--- config.mk ---
export PLATFORM = sky130hd
export DESIGN_NAME = ifu_fetch
export DESIGN_NICKNAME = d
export VERILOG_FILES = /design/src/rtl/ifu_fetch.sv
export SDC_FILE = /design/constraint.sdc
export NUM_CORES = 1
export LEC_CHECK = 0
export CAP_MARGIN = 40
export CORE_MARGIN = 1
export CORE_UTILIZATION = 40
export DETAILED_ROUTE_END_ITERATION = 16
export HOLD_SLACK_MARGIN = 0.1
export MAX_ROUTING_LAYER = met4
export PLACE_DENSITY_LB_ADDON = 0.1
export SLEW_MARGIN = 40
export SYNTH_ARGS = -nofsm -noshare
export SYNTH_HDL_FRONTEND = slang
export SYNTH_SLANG_ARGS = --single-unit
--- constraint.sdc ---
create_clock -name clk -period 4.9 [get_ports clk]
set_input_delay 0.49 -clock clk [delete_from_list [all_inputs] [get_ports clk]]
set_output_delay 0.49 -clock clk [all_outputs]
set_load 0.03 [all_outputs]
--- src/rtl/ifu_fetch.sv ---
// rtl/ifu_fetch.sv - instruction fetch stage: PC, imem req/gnt + rvalid/rready, static prediction, IF/ID slot
// Optional backward-taken/forward-not-taken branch prediction: define IFU_BTFN_PRED_EN.
module ifu_fetch #(
    parameter int                   CPU_WIDTH = 32,
    parameter logic [CPU_WIDTH-1:0] RESET_PC  = 32'h0000_0000,
    parameter logic [CPU_WIDTH-1:0] NOP_INST  = 32'h0000_0013
) (
    input  logic                 clk,
    input  logic                 rst,
    input  logic                 stall,
    input  logic                 redirect_valid,
    input  logic [CPU_WIDTH-1:0] redirect_pc,
    output logic                 imem_req,
    output logic [CPU_WIDTH-1:0] imem_addr,
    input  logic                 imem_gnt,
    input  logic                 imem_rvalid,
    input  logic [CPU_WIDTH-1:0] imem_rdata,
    output logic                 imem_rready,
    output logic [CPU_WIDTH-1:0] inst,
    output logic [CPU_WIDTH-1:0] curr_pc,
    output logic [CPU_WIDTH-1:0] next_pc,
    output logic                 control_hazard
);

    typedef enum logic [1:0] {S_IDLE, S_WAIT, S_KILL} state_t;

    localparam logic [CPU_WIDTH-1:0] ALIGN_MASK = ~CPU_WIDTH'(3);

    state_t                 state_q, state_d;
    logic   [CPU_WIDTH-1:0] pc_q;
    logic                   slot_valid;
    logic   [CPU_WIDTH-1:0] slot_inst, slot_pc, slot_next;
    logic                   slot_hz;

    logic                   resp_fire, fill;
    logic   [CPU_WIDTH-1:0] j_imm, pred_next;
    logic                   pred_taken;

    assign resp_fire = imem_rvalid && imem_rready;
    // A response landing in the redirect cycle belongs to the wrong path.
    assign fill      = (state_q == S_WAIT) && resp_fire && !redirect_valid;
    assign imem_addr = pc_q & ALIGN_MASK;

    assign j_imm = {{(CPU_WIDTH-20){imem_rdata[31]}}, imem_rdata[19:12], imem_rdata[20],
                    imem_rdata[30:21], 1'b0};

`ifdef IFU_BTFN_PRED_EN
    logic [CPU_WIDTH-1:0] b_imm;
    assign b_imm = {{(CPU_WIDTH-12){imem_rdata[31]}}, imem_rdata[7], imem_rdata[30:25],
                    imem_rdata[11:8], 1'b0};
`endif

    always_comb begin
        pred_next  = pc_q + CPU_WIDTH'(4);
        pred_taken = 1'b0;
        if (imem_rdata[6:0] == 7'b1101111) begin
            pred_next  = pc_q + j_imm;
            pred_taken = 1'b1;
        end
`ifdef IFU_BTFN_PRED_EN
        else if (imem_rdata[6:0] == 7'b1100011 && imem_rdata[31]) begin
            pred_next  = pc_q + b_imm;
            pred_taken = 1'b1;
        end
`endif
    end

    always_ff @(posedge clk or posedge rst) begin
        if (rst) state_q <= S_IDLE;
        else     state_q <= state_d;
    end

    always_comb begin
        state_d = state_q;
        case (state_q)
            S_IDLE: if (imem_gnt && !redirect_valid) state_d = S_WAIT;
            S_WAIT: begin
                if (resp_fire)           state_d = S_IDLE;
                else if (redirect_valid) state_d = S_KILL;
            end
            S_KILL: if (imem_rvalid) state_d = S_IDLE;
            default: state_d = S_IDLE;
        endcase
    end

    always_comb begin
        imem_req    = 1'b0;
        imem_rready = 1'b0;
        case (state_q)
            S_IDLE: imem_req    = !redirect_valid && !rst;
            S_WAIT: imem_rready = !(slot_valid && stall) && !rst;
            S_KILL: imem_rready = !rst;
            default: ;
        endcase
    end

    always_ff @(posedge clk or posedge rst) begin
        if (rst) begin
            pc_q       <= RESET_PC & ALIGN_MASK;
            slot_valid <= 1'b0;
            slot_inst  <= NOP_INST;
            slot_pc    <= '0;
            slot_next  <= '0;
            slot_hz    <= 1'b0;
        end else if (redirect_valid) begin
            pc_q       <= redirect_pc & ALIGN_MASK;
            slot_valid <= 1'b0;
        end else if (fill) begin
            pc_q       <= pred_next;
            slot_valid <= 1'b1;
            slot_inst  <= imem_rdata;
            slot_pc    <= pc_q;
            slot_next  <= pred_next;
            slot_hz    <= pred_taken;
        end else if (!stall) begin
            slot_valid <= 1'b0;
        end
    end

    assign inst           = slot_valid ? slot_inst : NOP_INST;
    assign curr_pc        = slot_valid ? slot_pc   : '0;
    assign next_pc        = slot_valid ? slot_next : '0;
    assign control_hazard = slot_valid && slot_hz;

endmodule

==> reports/results.txt <==
The worst setup path is captured at a flop. Final period utilization: 0.685. The final cell utilization of the core was 0.534. The number of placed instances, taps included, is 1476.

For this block, the routed nets add up to 25000 um of wire. The number of synthesized flops with an enable pin is 0. The worst register-to-register path ends at slot_next[31].

The worst register-to-register path begins at pc_q[16]. The depth of the most critical reg-to-reg path works out to 9. The sequential area share after synthesis came out at 0.376. The tool flagged a number of max-cap violations equal to 0. The number of buffer and inverter stages on the critical path is 1. The die is 149 um wide.

The internal portion of the total power is 0.00289 W. The layout overhead on the synthesized area works out to 30.7%. The clock-pin slew on the worst setup and hold paths came out at 0.06 ns. Global-route wire length before repair: 39800 um. The detailed-routing iteration count for the pre-antenna-repair pass is 5. The run gives 0.243 mV as the peak supply drop.

After the first detailed-routing iteration, the DRC count stood at 522. The slowest library cell on the worst path was sky130_fd_sc_hd__ha_1. The achievable clock frequency is 0.298 GHz, and the number of filler instances in the final layout is 1962. The worst hold path cell count was 2; the via count was 7868.

For the number of nets with antenna violations after routing, the log shows 0. The die covers 22100 um^2. The Yosys step of the flow raised 0 warnings. Buffers added to address setup during post-CTS repair amount to 0. The final worst clock skew was 0.0140 ns. The path with the worst hold slack has its endpoint at slot_inst[1]. During I/O placement, the number of pins put on the boundary was 201.

After routing, the total negative slack on setup checks comes to 0 ns. The number of antenna violations at the first check in global routing is 0. The worst-case register-to-register setup slack was 1.57 ns. The flow ran to the end, and the final reports show no timing, DRC or antenna violations.

Global routing usage summed across all routing layers: 0.239. The finished layout holds 1508 standard cells, fillers aside. The logs give 4.98 nW for the leakage power total and 1325 for the post-layout net count.

Setup slack closes at 1.54 ns. By count the netlist is led by sky130_fd_sc_hd__nand2_1 (286), sky130_fd_sc_hd__dfrtp_1 (126), sky130_fd_sc_hd__and2_1 (92). Data arrives at the worst endpoint at 3.72 ns.

Row generation in the floorplan step produced 53 rows. The congestion estimate from routability-driven global placement came to 0.869. The starting density of the core was 0.409.

The tools report the CTS sink count as 129. The worst setup path is launched from a primary input. Setup violations remaining at the end of the flow were counted as 0.

By area the synthesized netlist is led by sky130_fd_sc_hd__dfrtp_1 (37%), sky130_fd_sc_hd__nand2_1 (12%), sky130_fd_sc_hd__and2_1 (6.7%). For the worst setup path, the data required time is 5.27 ns. The mean post-synth cell area came out at 7.90 um^2.

Among all cell types in the netlist, the one instantiated most often is sky130_fd_sc_hd__nand2_1. In this run the most critical hold path is launched from slot_inst[1]. The count of port buffers added during placement is 194.

The synthesized netlist occupies a cell area of 8600 um^2. Clock insertion delay at the later pin of the skew report: 0.43 ns. The worst slew margin relative to its limit came out at 0.453. Hold repair after CTS inserted 0 buffers. The share of layout cells above drive strength 1 works out to 0.0568. The tools report the combinational share of power as 0.280. Proportion of register bits with asynchronous set or reset after synthesis: 1.00. The detailed-route DRC error count was 0. Walking the worst path, the cells encountered are clkdlybuf4s50_1 -> ha_1 -> nand2_1 -> or3_1 -> a211o_1 -> and2_4 -> o311a_4 -> a2111o_1 -> a311o_1 -> nand3_1. The main flop type after synthesis is sky130_fd_sc_hd__dfrtp_1. TritonCTS built the clock tree. The total count of hold-check failures in the final report is 0, and the number of inserted diodes is 0. In the synthesized netlist, the number of instances is 1088. At the pin with the least slew margin, the transition time is 0.813 ns. The per-cell routed wire length was 16.6 um; the total power divided by cell area was 383 nW/um^2. The worst setup path is of the in -> reg kind. For the via count of the first global-routing pass, the log shows 7401.

The net switching share of the total power was 0.329; the total congestion overflow was 0. Synthesis instantiated 69 different standard cells from the library. The die is 149 um tall. For this run, the slowest stage of the critical path takes 0.49 ns. The number of clock buffers added by TritonCTS is 17. Setup repair after global routing left no endpoint under its margin. The detailed placer's ending HPWL is 17200 um.

Core region area: 21000 um^2. In this run, synthesis produced a sequential element count of 129. In this run the deepest clock path goes through 2 buffers. The clock tree synthesis step divided the H-tree into 4 levels.

The smallest clock period supported by the final layout is computed as 3.36 ns. The area fraction of the dominant cell type after synthesis was 0.367. The tools report the cell at the root of the clock tree as sky130_fd_sc_hd__clkbuf_16. Share of total power in sequential cells: 0.377. The tools report the pin count of the biggest net entering global routing as 103. The number of gates given a new drive strength after cts was 0.

The max-slew violation count was 0. The analysis attributes to net switching a power of 0.00142 W. The biggest area contributor in the post-synthesis netlist is sky130_fd_sc_hd__dfrtp_1. The largest fanout on the critical path was 10. In this design, the largest share of critical-path delay is due to compound AO/OA/AOI/OAI gates. At the placement stage, the worst setup path has a slack of 1.15 ns.

The number of vias per cell after detailed routing came out at 5.22. For the clock share of power, the log shows 0.343. The min-delay analysis places its worst path in the category reg -> reg.
## stage by stage
stage	hold WS [ns]	instance area [um^2]	power [W]
2_1_floorplan	0.430	8610	0.00248
5_1_grt	0.480	11200	0.00458
6_report	0.461	11200	0.00431
3_5_place_dp	0.454	10600	0.00284
4_1_cts	0.464	11200	0.00434
3_3_place_gp	0.445	10500	0.00281
## cell usage in the layout, fill, tap and decap left out, types with 22 or more instances in the layout
cell type                           n
sky130_fd_sc_hd__o21ai_0           67
sky130_fd_sc_hd__dfrtp_1          125
sky130_fd_sc_hd__a21oi_1           71
sky130_fd_sc_hd__nor2_1            43
sky130_fd_sc_hd__nand3_1           28
sky130_fd_sc_hd__ha_1              34
sky130_fd_sc_hd__and2_1            92
sky130_fd_sc_hd__clkdlybuf4s50_1  193
sky130_fd_sc_hd__xnor2_1           22
sky130_fd_sc_hd__nand2_1          286
sky130_fd_sc_hd__inv_1             23
## how the worst max path moves through the flow
stage / start / endpoint / depth (start not counted)
final: imem_rdata[16] / slot_next[31] / 10
after floorplan: rst / pc_q[10] / 1
after detailed placement: imem_rdata[21] / slot_next[31] / 12
after global placement: imem_rdata[16] / slot_next[31] / 10
after CTS: pc_q[16] / slot_next[31] / 9
after global routing: imem_rdata[31] / pc_q[29] / 9
## flip-flops by register name, indices dropped and copies added, names as in the netlist
| register | cells |
|---|---|
| slot_next | 31 |
| slot_pc | 31 |
| slot_inst | 32 |
| slot_hz | 1 |
| slot_valid | 1 |
| state_q | 2 |
| pc_q | 31 |
## final cells by class
class / instances / area [um^2] / share of cell area
inverter: 24 / 97.6 / 0.00869
sequential: 129 / 3230 / 0.288
multi-input combinational: 842 / 4820 / 0.429
tap: 275 / 344 / 0.0306
clock buffer: 20 / 447 / 0.0398
timing repair buffer: 206 / 2060 / 0.184
clock inverter: 12 / 230 / 0.0205
## cells by family (layout without fill, tap and decap cells)
| family | count (synthesis) | count (layout) | synth area share |
|---|---|---|---|
| buffers and inverters | 120 | 262 | 0.0684 |
| DFF | 129 | 129 | 0.376 |
| AOI/OAI and AO/OA | 235 | 235 | 0.172 |
| muxes | 11 | 11 | 0.0141 |
| other | 1 | 4 | 0.000436 |
| adders and majority gates | 35 | 35 | 0.0518 |
| and+or+nand+nor | 521 | 521 | 0.281 |
| xor gates and xnor gates | 36 | 36 | 0.0367 |
## per-layer routing
| metal | GRT usage | share of wire | wire (um) |
|---|---|---|---|
| met1 | 0.327 | 0.48 | 12100 |
| met2 | 0.366 | 0.45 | 11400 |
| met3 | 0.0448 | 0.051 | 1280 |
| met4 | 0.0552 | 0.0098 | 244 |
| met5 | - | 0 | 0 |
## power groups by stage
stage	Combinational (W)	Clock, W	Sequential (W)
after global placement	0.00118	0	0.00163
after floorplan	0.000919	0	0.00157
after CTS	0.00121	0.00150	0.00162
after detailed placement	0.00120	0	0.00164
final	0.00121	0.00148	0.00162
after global routing	0.00136	0.00155	0.00168
## worst reg2reg max path: stages (launching register included)
cell and delay (ns):
sky130_fd_sc_hd__dfrtp_1 0.49, sky130_fd_sc_hd__ha_1 0.52, sky130_fd_sc_hd__nand2_1 0.17, sky130_fd_sc_hd__or3_1 0.42
sky130_fd_sc_hd__a211o_1 0.31, sky130_fd_sc_hd__and2_4 0.17, sky130_fd_sc_hd__o311a_4 0.35, sky130_fd_sc_hd__a2111o_1 0.41
sky130_fd_sc_hd__a311o_1 0.35, sky130_fd_sc_hd__nand3_1 0.10
Power figures use the tool's default switching activity.
